==> src/rtl/riffa_chnl_reg_ctrl.sv <==
// riffa_chnl_reg_ctrl -- RIFFA channel register front-end.
//
// Purpose:
//   Decodes {channel, offset} register writes from the PCIe RX BAR0 path.
//   These writes update the per-channel RX and scatter-gather registers and
//   generate one-cycle start/descriptor pulses.
//   Host reads are served through a one-deep completion handshake toward the
//   TX completion engine.
//   Per-channel events are collected into two clear-on-read interrupt
//   vectors, and intr_req is driven from them.
//
// Ports:
//   clk, reset_n                 clock, async active-low reset
//   wr_valid/chnl/offset/data    register write, one cycle per write
//   rd_valid/ready/chnl/offset/tag  read request handshake
//   cpl_valid/ready/data/tag     read completion handshake
//   rx_start/len/off/last        per-channel RX transaction controls
//   sgrx_valid/sgtx_valid        per-channel SG descriptor pulses
//   sg_addr/sg_len               per-channel SG descriptor fields
//   tx_len/tx_off_last/rx_xferd/tx_xferd  per-channel readable status
//   evt                          per-channel {rx_done, tx_done, tx_req} pulses
//   intr_req                     high while any vector bit is pending
//
// Write offsets: 0 SGRX_LEN, 1 SGRX_ADDRLO, 2 SGRX_ADDRHI, 3 RX_LEN,
//                4 RX_OFFLAST, 5 SGTX_LEN, 6 SGTX_ADDRLO, 7 SGTX_ADDRHI.
// Read offsets:  8 TX_LEN, 9 TX_OFFLAST, A CORESETTINGS, B VECT0, C VECT1,
//                D RX_LEN_XFERD, E TX_LEN_XFERD, F FPGA_NAME.

// Per-channel write-side register file.
module riffa_chnl_regs (
  input  logic        clk,
  input  logic        reset_n,
  input  logic        wr_en_i,
  input  logic [2:0]  wr_offset_i,
  input  logic [31:0] wr_data_i,
  output logic        rx_start_o,
  output logic [31:0] rx_len_o,
  output logic [30:0] rx_off_o,
  output logic        rx_last_o,
  output logic        sgrx_valid_o,
  output logic        sgtx_valid_o,
  output logic [63:0] sg_addr_o,
  output logic [31:0] sg_len_o
);
  localparam logic [2:0] OFF_SGRX_LEN    = 3'h0;
  localparam logic [2:0] OFF_SGRX_ADDRLO = 3'h1;
  localparam logic [2:0] OFF_SGRX_ADDRHI = 3'h2;
  localparam logic [2:0] OFF_RX_LEN      = 3'h3;
  localparam logic [2:0] OFF_RX_OFFLAST  = 3'h4;
  localparam logic [2:0] OFF_SGTX_LEN    = 3'h5;
  localparam logic [2:0] OFF_SGTX_ADDRLO = 3'h6;
  localparam logic [2:0] OFF_SGTX_ADDRHI = 3'h7;

  logic        rx_start_q, rx_last_q, sgrx_vld_q, sgtx_vld_q;
  logic [31:0] rx_len_q, sg_len_q;
  logic [30:0] rx_off_q;
  logic [63:0] sg_addr_q;

  // Pulses and the values they qualify are written on the same edge.
  // Consumers therefore see stable data in the cycle the pulse is high.
  always_ff @(posedge clk or negedge reset_n) begin
    if (!reset_n) begin
      rx_start_q <= 1'b0;
      rx_last_q  <= 1'b0;
      sgrx_vld_q <= 1'b0;
      sgtx_vld_q <= 1'b0;
      rx_len_q   <= '0;
      rx_off_q   <= '0;
      sg_len_q   <= '0;
      sg_addr_q  <= '0;
    end else begin
      rx_start_q <= 1'b0;
      sgrx_vld_q <= 1'b0;
      sgtx_vld_q <= 1'b0;
      if (wr_en_i) begin
        case (wr_offset_i)
          OFF_SGRX_LEN: begin
            sg_len_q   <= wr_data_i;
            sgrx_vld_q <= 1'b1;
          end
          OFF_SGTX_LEN: begin
            sg_len_q   <= wr_data_i;
            sgtx_vld_q <= 1'b1;
          end
          // RX and TX SG descriptors share one address register.
          OFF_SGRX_ADDRLO, OFF_SGTX_ADDRLO: sg_addr_q[31:0]  <= wr_data_i;
          OFF_SGRX_ADDRHI, OFF_SGTX_ADDRHI: sg_addr_q[63:32] <= wr_data_i;
          OFF_RX_LEN: rx_len_q <= wr_data_i;
          OFF_RX_OFFLAST: begin
            rx_off_q   <= wr_data_i[31:1];
            rx_last_q  <= wr_data_i[0];
            rx_start_q <= 1'b1;
          end
          default: ;
        endcase
      end
    end
  end

  assign rx_start_o   = rx_start_q;
  assign rx_len_o     = rx_len_q;
  assign rx_off_o     = rx_off_q;
  assign rx_last_o    = rx_last_q;
  assign sgrx_valid_o = sgrx_vld_q;
  assign sgtx_valid_o = sgtx_vld_q;
  assign sg_addr_o    = sg_addr_q;
  assign sg_len_o     = sg_len_q;
endmodule

module riffa_chnl_reg_ctrl #(
  parameter int          C_NUM_CHNL     = 4,
  parameter logic [31:0] C_CORESETTINGS = 32'h0,
  parameter logic [31:0] C_FPGA_NAME    = 32'h0
) (
  input  logic                         clk,
  input  logic                         reset_n,
  input  logic                         wr_valid,
  input  logic [3:0]                   wr_chnl,
  input  logic [3:0]                   wr_offset,
  input  logic [31:0]                  wr_data,
  input  logic                         rd_valid,
  output logic                         rd_ready,
  input  logic [3:0]                   rd_chnl,
  input  logic [3:0]                   rd_offset,
  input  logic [7:0]                   rd_tag,
  output logic                         cpl_valid,
  input  logic                         cpl_ready,
  output logic [31:0]                  cpl_data,
  output logic [7:0]                   cpl_tag,
  output logic [C_NUM_CHNL-1:0]        rx_start,
  output logic [C_NUM_CHNL-1:0][31:0]  rx_len,
  output logic [C_NUM_CHNL-1:0][30:0]  rx_off,
  output logic [C_NUM_CHNL-1:0]        rx_last,
  output logic [C_NUM_CHNL-1:0]        sgrx_valid,
  output logic [C_NUM_CHNL-1:0]        sgtx_valid,
  output logic [C_NUM_CHNL-1:0][63:0]  sg_addr,
  output logic [C_NUM_CHNL-1:0][31:0]  sg_len,
  input  logic [C_NUM_CHNL-1:0][31:0]  tx_len,
  input  logic [C_NUM_CHNL-1:0][31:0]  tx_off_last,
  input  logic [C_NUM_CHNL-1:0][31:0]  rx_xferd,
  input  logic [C_NUM_CHNL-1:0][31:0]  tx_xferd,
  input  logic [C_NUM_CHNL-1:0][2:0]   evt,
  output logic                         intr_req
);
  localparam logic [3:0] NCH = 4'(C_NUM_CHNL);

  localparam logic [3:0] RD_TX_LEN       = 4'h8;
  localparam logic [3:0] RD_TX_OFFLAST   = 4'h9;
  localparam logic [3:0] RD_CORESETTINGS = 4'hA;
  localparam logic [3:0] RD_VECT0        = 4'hB;
  localparam logic [3:0] RD_VECT1        = 4'hC;
  localparam logic [3:0] RD_RX_XFERD     = 4'hD;
  localparam logic [3:0] RD_TX_XFERD     = 4'hE;
  localparam logic [3:0] RD_FPGA_NAME    = 4'hF;

  typedef enum logic {ST_IDLE, ST_CPL} rd_state_e;

  // ---------------- write path ----------------
  logic wr_hit;
  assign wr_hit = wr_valid && !wr_offset[3] && (wr_chnl < NCH);

  for (genvar c = 0; c < C_NUM_CHNL; c++) begin : g_ch
    riffa_chnl_regs u_regs (
      .clk          (clk),
      .reset_n      (reset_n),
      .wr_en_i      (wr_hit && (wr_chnl == 4'(c))),
      .wr_offset_i  (wr_offset[2:0]),
      .wr_data_i    (wr_data),
      .rx_start_o   (rx_start[c]),
      .rx_len_o     (rx_len[c]),
      .rx_off_o     (rx_off[c]),
      .rx_last_o    (rx_last[c]),
      .sgrx_valid_o (sgrx_valid[c]),
      .sgtx_valid_o (sgtx_valid[c]),
      .sg_addr_o    (sg_addr[c]),
      .sg_len_o     (sg_len[c])
    );
  end

  // ---------------- read path ----------------
  rd_state_e   state_q, state_d;
  logic        live_q;
  logic [31:0] cpl_data_q;
  logic [7:0]  cpl_tag_q;
  logic        rd_accept;
  logic [31:0] rd_data;
  logic [31:0] sel_tx_len, sel_tx_offlast, sel_rx_xferd, sel_tx_xferd;
  logic [63:0] pend_q, pend_d, vec_clr;
  logic        intr_q;

  // live_q keeps rd_ready low while reset is held, even though the FSM is
  // already in IDLE.
  assign rd_ready  = live_q && (state_q == ST_IDLE);
  assign rd_accept = rd_valid && rd_ready;

  // An out-of-range channel matches no iteration, so per-channel reads
  // return zero.
  always_comb begin
    sel_tx_len     = '0;
    sel_tx_offlast = '0;
    sel_rx_xferd   = '0;
    sel_tx_xferd   = '0;
    for (int c = 0; c < C_NUM_CHNL; c++) begin
      if (rd_chnl == 4'(c)) begin
        sel_tx_len     = tx_len[c];
        sel_tx_offlast = tx_off_last[c];
        sel_rx_xferd   = rx_xferd[c];
        sel_tx_xferd   = tx_xferd[c];
      end
    end
    case (rd_offset)
      RD_TX_LEN:       rd_data = sel_tx_len;
      RD_TX_OFFLAST:   rd_data = sel_tx_offlast;
      RD_CORESETTINGS: rd_data = C_CORESETTINGS;
      RD_VECT0:        rd_data = pend_q[31:0];
      RD_VECT1:        rd_data = pend_q[63:32];
      RD_RX_XFERD:     rd_data = sel_rx_xferd;
      RD_TX_XFERD:     rd_data = sel_tx_xferd;
      RD_FPGA_NAME:    rd_data = C_FPGA_NAME;
      default:         rd_data = '0;
    endcase
  end

  always_comb begin
    state_d = state_q;
    case (state_q)
      ST_IDLE: if (rd_accept) state_d = ST_CPL;
      ST_CPL:  if (cpl_ready) state_d = ST_IDLE;
      default: state_d = ST_IDLE;
    endcase
  end

  always_ff @(posedge clk or negedge reset_n) begin
    if (!reset_n) begin
      state_q    <= ST_IDLE;
      live_q     <= 1'b0;
      cpl_data_q <= '0;
      cpl_tag_q  <= '0;
    end else begin
      state_q <= state_d;
      live_q  <= 1'b1;
      if (rd_accept) begin
        cpl_data_q <= rd_data;
        cpl_tag_q  <= rd_tag;
      end
    end
  end

  assign cpl_valid = (state_q == ST_CPL);
  assign cpl_data  = cpl_data_q;
  assign cpl_tag   = cpl_tag_q;

  // ---------------- interrupt vectors ----------------
  // {vector1, vector0} are kept as one 64-bit pending register.
  // A read clears only the bits it returned.
  // The OR with new events comes last, so an event in the capture cycle
  // survives the clear.
  always_comb begin
    vec_clr = '0;
    if (rd_accept) begin
      if (rd_offset == RD_VECT0) vec_clr[31:0]  = pend_q[31:0];
      if (rd_offset == RD_VECT1) vec_clr[63:32] = pend_q[63:32];
    end
    pend_d = (pend_q & ~vec_clr) | 64'(evt);
  end

  always_ff @(posedge clk or negedge reset_n) begin
    if (!reset_n) begin
      pend_q <= '0;
      intr_q <= 1'b0;
    end else begin
      pend_q <= pend_d;
      intr_q <= |pend_q;
    end
  end

  assign intr_req = intr_q;
endmodule

==> config.mk <==
export PLATFORM = sky130hd
export DESIGN_NAME = riffa_chnl_reg_ctrl
export DESIGN_NICKNAME = d
export VERILOG_FILES = /design/src/rtl/riffa_chnl_reg_ctrl.sv
export SDC_FILE = /design/constraint.sdc
export NUM_CORES = 1
export LEC_CHECK = 0
export CAP_MARGIN = 20
export CORE_AREA = 10 10 487 489
export DETAILED_ROUTE_END_ITERATION = 12
export DIE_AREA = 0 0 497 499
export PLACE_DENSITY_LB_ADDON = 0.2
export SLEW_MARGIN = 15
export SYNTH_ARGS = -nofsm -noshare
export SYNTH_HDL_FRONTEND = slang
export SYNTH_HIERARCHICAL = 1
export SYNTH_SLANG_ARGS = --single-unit
==> constraint.sdc <==
create_clock -name clk -period 2.66 [get_ports clk]
set_input_delay 0.665 -clock clk [delete_from_list [all_inputs] [get_ports clk]]
set_output_delay 0.665 -clock clk [all_outputs]
set_load 0.01 [all_outputs]
### Word-level counts from Yosys, hierarchy flattened

Index checks and enable logic that the tools add are counted.

* register bits: 759
* word-level logic and storage cells: 140
* output and inout bits: 695
* input port bits: 585

* magnitude comparators: 1
* reductions and logical operators: 36
* bitwise gates (word level): 4
* muxes and demuxes: 38
* equality and inequality tests: 19

Operators by type and width (number)
* 2-to-1 mux 32 bit: 18
* case mux 32 bit (6 select lines): 1
* AND 64 bit: 1
* 2-to-1 mux 64 bit: 1
* inverter 64 bit: 1
* bitwise OR 64 x 12 -> 64 bit: 1
* OR reduction 64 bit: 1
* AND reduction 2 bit: 20
* == test 4 bit (second input constant): 6
* 2-to-1 mux 1 bit: 17
* == test 4 x 2 -> 1 bit (second input constant): 4
* == test 3 bit (second input constant): 4
* == test 4 x 1 -> 1 bit (second input constant): 2
* logical AND 1 bit: 8
* zero test 4 bit: 2
* == test 3 x 2 -> 1 bit (second input constant): 2
* OR reduction 2 bit: 3
* < comparator 4 x 3 -> 1 bit (second input constant): 1
* == test 3 x 1 -> 1 bit (second input constant): 1
* zero test 3 bit: 1
* case mux 1 bit (2 select lines): 1
* zero test 1 bit: 1
* inverter 1 bit: 1

### Logic depth before layout (Yosys ltp)

* depth after elaboration: 7
* depth in mapped cells: 9
* depth with buffers taken out: 6

### Hierarchy

The synthesis kept the hierarchy.

Modules (own cells, without submodules)
* riffa_chnl_regs: cells an instance 351, area each 6113.4 µm², instances 4, seq. area each 4078.9 µm²
* riffa_chnl_reg_ctrl: cells an instance 959, area each 8844.7 µm², instances 1, seq. area each 2677.6 µm²

### Worst setup path after synthesis

Ideal clock, no wire load.

* kind: input -> register
* from: in wr_offset[3]
* to: reg g_ch[0].u_regs.sg_len_q[10]
* path slack: -0.024 ns
* data arrival time: 2.559 ns
* required time: 2.535 ns
* library setup time: 0.125 ns
* buffers on the path: 1
* stages on the path: 5
* cell sequence: nor4b_1 nor3b_1 nor3b_2 buf_6 mux2_2

* longest elaborated chain between the ends: 5

Ends and longest elaborated chain
* start, declared: RTL line 119 `input logic [3:0] wr_offset,`
* zero test 1 bit: RTL line 160 `assign wr_hit = wr_valid && !wr_offset[3] && (wr_chnl < NCH);`
* logical AND 1 bit (2 in series): RTL line 160
* logical AND 1 bit: RTL line 166 `.wr_en_i (wr_hit && (wr_chnl == 4'(c))),`
* AND reduction 2 bit (no source line)
* end signal, assigned: RTL line 78 `sg_len_q <= wr_data_i;`
* end signal, assigned: RTL line 82 `sg_len_q <= wr_data_i;`
* end, declared: RTL line 55 `logic [31:0] rx_len_q, sg_len_q;`

No other way between the ends.
A chain may end at the register's enable or synchronous reset.

### Worst setup path in the final report

* from: in wr_offset[3]
* to: reg g_ch[2].u_regs.sg_len_q[25]

* longest elaborated chain between the ends: 5

Ends and longest elaborated chain (RTL line)
* zero test 1 bit: 160
* logical AND 1 bit (2 in series): 160
* logical AND 1 bit: 166
* AND reduction 2 bit (no source line)
* end signal, assigned: 78
* end signal, assigned: 82
* end, declared: 55

No other way between the ends.

==> results.py <==
metrics = {
    "status": {
        "status": "completed",
    },
    "routing": {
        "routed_wirelength_um": 204000,
        "via_per_inst": 3.84,
        "detailedRoute.firstPassIterationCount": 5,
        "route.vias.total": 26700,
        "wire_per_inst_um": 29.3,
        "drt_drc_violations_left": 0,
        "detailedRoute.firstIterationViolations": 1224,
        "drt.antenna.violating_nets": 0,
    },
    "die": {
        "core-area_mm2": 0.227,
        "dieWidth_um": 497,
        "start_util_pct": 14.7,
        "floorplan.rows": 175,
        "design.die.area_mm2": 0.248,
        "floorplan.io_pins": 1280,
        "chipHeight_um": 499,
    },
    "final_layout": {
        "num-nets-final": 4427,
        "sequential_cell_area_mm2": 0.0190,
        "area_used_by_multi_input_combinational_logic_mm2": 0.0134,
        "layout_common_cells": "sky130_fd_sc_hd__clkdlybuf4s50_1 (1268), sky130_fd_sc_hd__mux2_2 (786), sky130_fd_sc_hd__dfrtp_1 (759)",
        "fillerInstances": 24100,
        "drive_above_1_share_pct": 31.6,
        "commonest_non_fill_non_tap_cell_in_the_layout": "sky130_fd_sc_hd__clkdlybuf4s50_1",
        "syn2layout_area_growth_pct": 65.7,
        "finish.cell_count_without_fillers": 6940,
    },
    "sta": {
        "tightest_pin_transition_ps": 637,
        "setup_violations": 0,
        "max_clock_skew_ps": 40.5,
        "unrepaired_setup_endpoints_after_global_routing": "false",
        "final.period_utilization_pct": 96.0,
        "timing.final.max_slew_violations": 0,
        "max_slew_margin_pct": 57.3,
        "max_fclk_ghz": 0.392,
        "whs_ps": 431,
        "final.min_clock_period_ps": 2550,
        "final-hold-violation-count": 0,
    },
    "critical_path": {
        "crit_type": "input pin to flop",
        "timing.critical_path.arrival_ps": 3140,
        "crit_path_max_fanout": 21,
        "end_kind": "flop",
        "reg2reg_from": "cpl_valid",
        "crit_path_start": "wr_offset[3]",
        "required_ps": 3250,
        "start_kind": "input pin",
    },
    "clocking": {
        "numClockSinks": 759,
        "cts_max_path_buffers": 3,
        "clk_pin_slew_ps": 60,
        "htree_num_levels": 3,
        "cts_buffers": 96,
        "cts_tree": "yes",
        "cts_root_buf": "sky130_fd_sc_hd__clkbuf_16",
        "insertion_delay_ps": 730,
    },
    "logic_synthesis": {
        "syn-mean-instance-area_um2": 14.1,
        "post_synth_edffs": 0,
        "synthesis.yosys.warnings": 6,
        "synth_cells": 2363,
        "synth.lib_cells_used.distinct": 44,
        "synth.net_count": 2948,
        "synth_largest_type_area_fraction_pct": 57.0,
        "netlist_top_cells_area": "sky130_fd_sc_hd__dfrtp_1 (57%), sky130_fd_sc_hd__mux2_2 (27%), sky130_fd_sc_hd__o22ai_1 (3.0%)",
        "dominantRegCellSynth": "sky130_fd_sc_hd__dfrtp_1",
        "ys_seq_elements": 759,
        "synthArstFlopShare_pct": 100,
        "yosysTopAreaCell": "sky130_fd_sc_hd__dfrtp_1",
        "mappedNetlistArea_mm2": 0.0333,
        "sequential_to_total_area_share_from_yosys_stat_pct": 57.0,
    },
    "global_route": {
        "grt_max_degree": 99,
        "grt_pass1_vias": 28800,
        "groute.usage.overall_pct": 15.8,
        "grt_overflow": 0,
        "grt_pass1_wl_um": 272000,
        "antenna_violations_before_repair": 51,
    },
    "power_and_ir_drop": {
        "cellLeakagePower_nw": 23.8,
        "ratio_of_total_power_to_cell_area_mw_per_mm2": 581,
        "ir_worst_vdd_uv": 547,
        "total_power_mw": 32.1,
    },
    "placed_design": {
        "numPlacedInstances": 6751,
        "finalWeightedCongestion": 0.861,
        "detailed_place_hpwl_um": 160000,
        "count_of_input_and_output_buffers": 1279,
    },
    "job": {
        "cap_violations": 0,
    },
    "min_path": {
        "hold_path_class": "input pin to async pin",
    },
}
[Yosys cell counts (5+ instances only)]
library cell and n:
sky130_fd_sc_hd__nand2_1 69, sky130_fd_sc_hd__a21o_1 13, sky130_fd_sc_hd__clkbuf_1 54, sky130_fd_sc_hd__dfrtp_1 759, sky130_fd_sc_hd__nor3b_1 5, sky130_fd_sc_hd__nor3b_2 5
sky130_fd_sc_hd__buf_4 26, sky130_fd_sc_hd__and3b_1 5, sky130_fd_sc_hd__nor2_1 8, sky130_fd_sc_hd__mux2_2 786, sky130_fd_sc_hd__o21ai_1 31, sky130_fd_sc_hd__and2_1 54
sky130_fd_sc_hd__and4b_1 6, sky130_fd_sc_hd__nor4_1 16, sky130_fd_sc_hd__nor2b_1 31, sky130_fd_sc_hd__buf_2 51, sky130_fd_sc_hd__buf_6 32, sky130_fd_sc_hd__nor4b_1 5
sky130_fd_sc_hd__buf_1 5, sky130_fd_sc_hd__a22oi_1 33, sky130_fd_sc_hd__nand4_1 5, sky130_fd_sc_hd__o22ai_1 159, sky130_fd_sc_hd__mux2_1 40, sky130_fd_sc_hd__mux2i_1 39
sky130_fd_sc_hd__nor4bb_1 5, sky130_fd_sc_hd__nor3_1 31, sky130_fd_sc_hd__a211oi_1 62
[state kept, by name, indices dropped and copies added, names as in the netlist]
| name | flops |
|---|---|
| g_ch.u_regs/sg_addr_o | 256 |
| g_ch.u_regs/sg_len_o | 128 |
| g_ch.u_regs/sgtx_valid_o | 4 |
| cpl_tag | 8 |
| cpl_valid | 1 |
| intr_req | 1 |
| pend_q | 64 |
| g_ch.u_regs/rx_last_o | 4 |
| g_ch.u_regs/sgrx_valid_o | 4 |
| g_ch.u_regs/rx_off_o | 124 |
| g_ch.u_regs/rx_len_o | 128 |
| g_ch.u_regs/rx_start_o | 4 |
| cpl_data | 32 |
| live_q | 1 |
[worst paths after layout]
kind,slack (ps),cells past startpoint,to
worst min register to register,480,2,cpl_tag[0]
worst max-delay path,110,9,g_ch[2].u_regs/sg_len_o[25]
min in group clk,460,3,cpl_tag[7]
worst min-delay path,430,2,g_ch[2].u_regs/rx_off_o[4]
max in group asynchronous,1280,4,pend_q[61]
worst max register to register,880,5,pend_q[10]
[metal layers]
layer  up-vias  GRT usage [%]  part of all wire, %
li1      11700              -                    -
met2      1050           29.5                   53
met4        12           3.88                  2.5
met3       219           7.08                  9.7
met1     13700           15.9                   35
met5         -              0                0.040
[report_power, final]
part           total, mW  internal, mW  switching (mW)
clock               13.6          7.99            5.66
sequential          12.7          12.3           0.416
combinational       5.69          3.07            2.62
[what timing repair did]
action,CTS,global route
buffers inserted,0,1
pin swaps,1,0
hold endpoints to repair,7,0
hold buffers,1,0
setup endpoints to repair,616,23
gates resized for setup,7,3
[cells by family after synthesis]
kind of cell | Yosys count | synth area share (%)
other cells | 1 | 0.0113
mux | 865 | 29.1
simple gates | 257 | 4.52
buf+inv | 171 | 3.14
compound gates | 305 | 6.05
flops | 759 | 57.0
xor+xnor | 5 | 0.132
[worst max-delay path, stage by stage]
cell and delay (ps):
sky130_fd_sc_hd__clkdlybuf4s50_1 590, sky130_fd_sc_hd__nor4b_4 360, sky130_fd_sc_hd__buf_4 190, sky130_fd_sc_hd__nand2_1 60, sky130_fd_sc_hd__nor2_1 150, sky130_fd_sc_hd__buf_4 170
sky130_fd_sc_hd__nor3b_4 300, sky130_fd_sc_hd__buf_12 240, sky130_fd_sc_hd__mux2_2 360
[stage by stage]
step | area [um^2] | TNS, ps | utilization [%] | worst slack (ps)
6_report | 55200 | 0 | 24.3 | 106
5_1_grt | 55200 | 0 | 24.3 | 8.56
4_1_cts | 55100 | 0 | 24.3 | 3.95
3_5_place_dp | 51800 | -672280 | 22.8 | -1190
3_3_place_gp | 51800 | -665500 | 22.8 | -1170
2_1_floorplan | 33300 | 0 | - | 137
[area by class of cell]
type,instances,share of cell area (%)
sequential,759,34.4
timing repair buffer,1550,28.3
multi-input combinational,1433,24.4
tap,3009,6.82
clock buffer,149,5.22
clock inverter,26,0.780
antenna,12,0.0544
inverter,2,0.0136
Note: power is estimated with default switching activity, not from simulation.
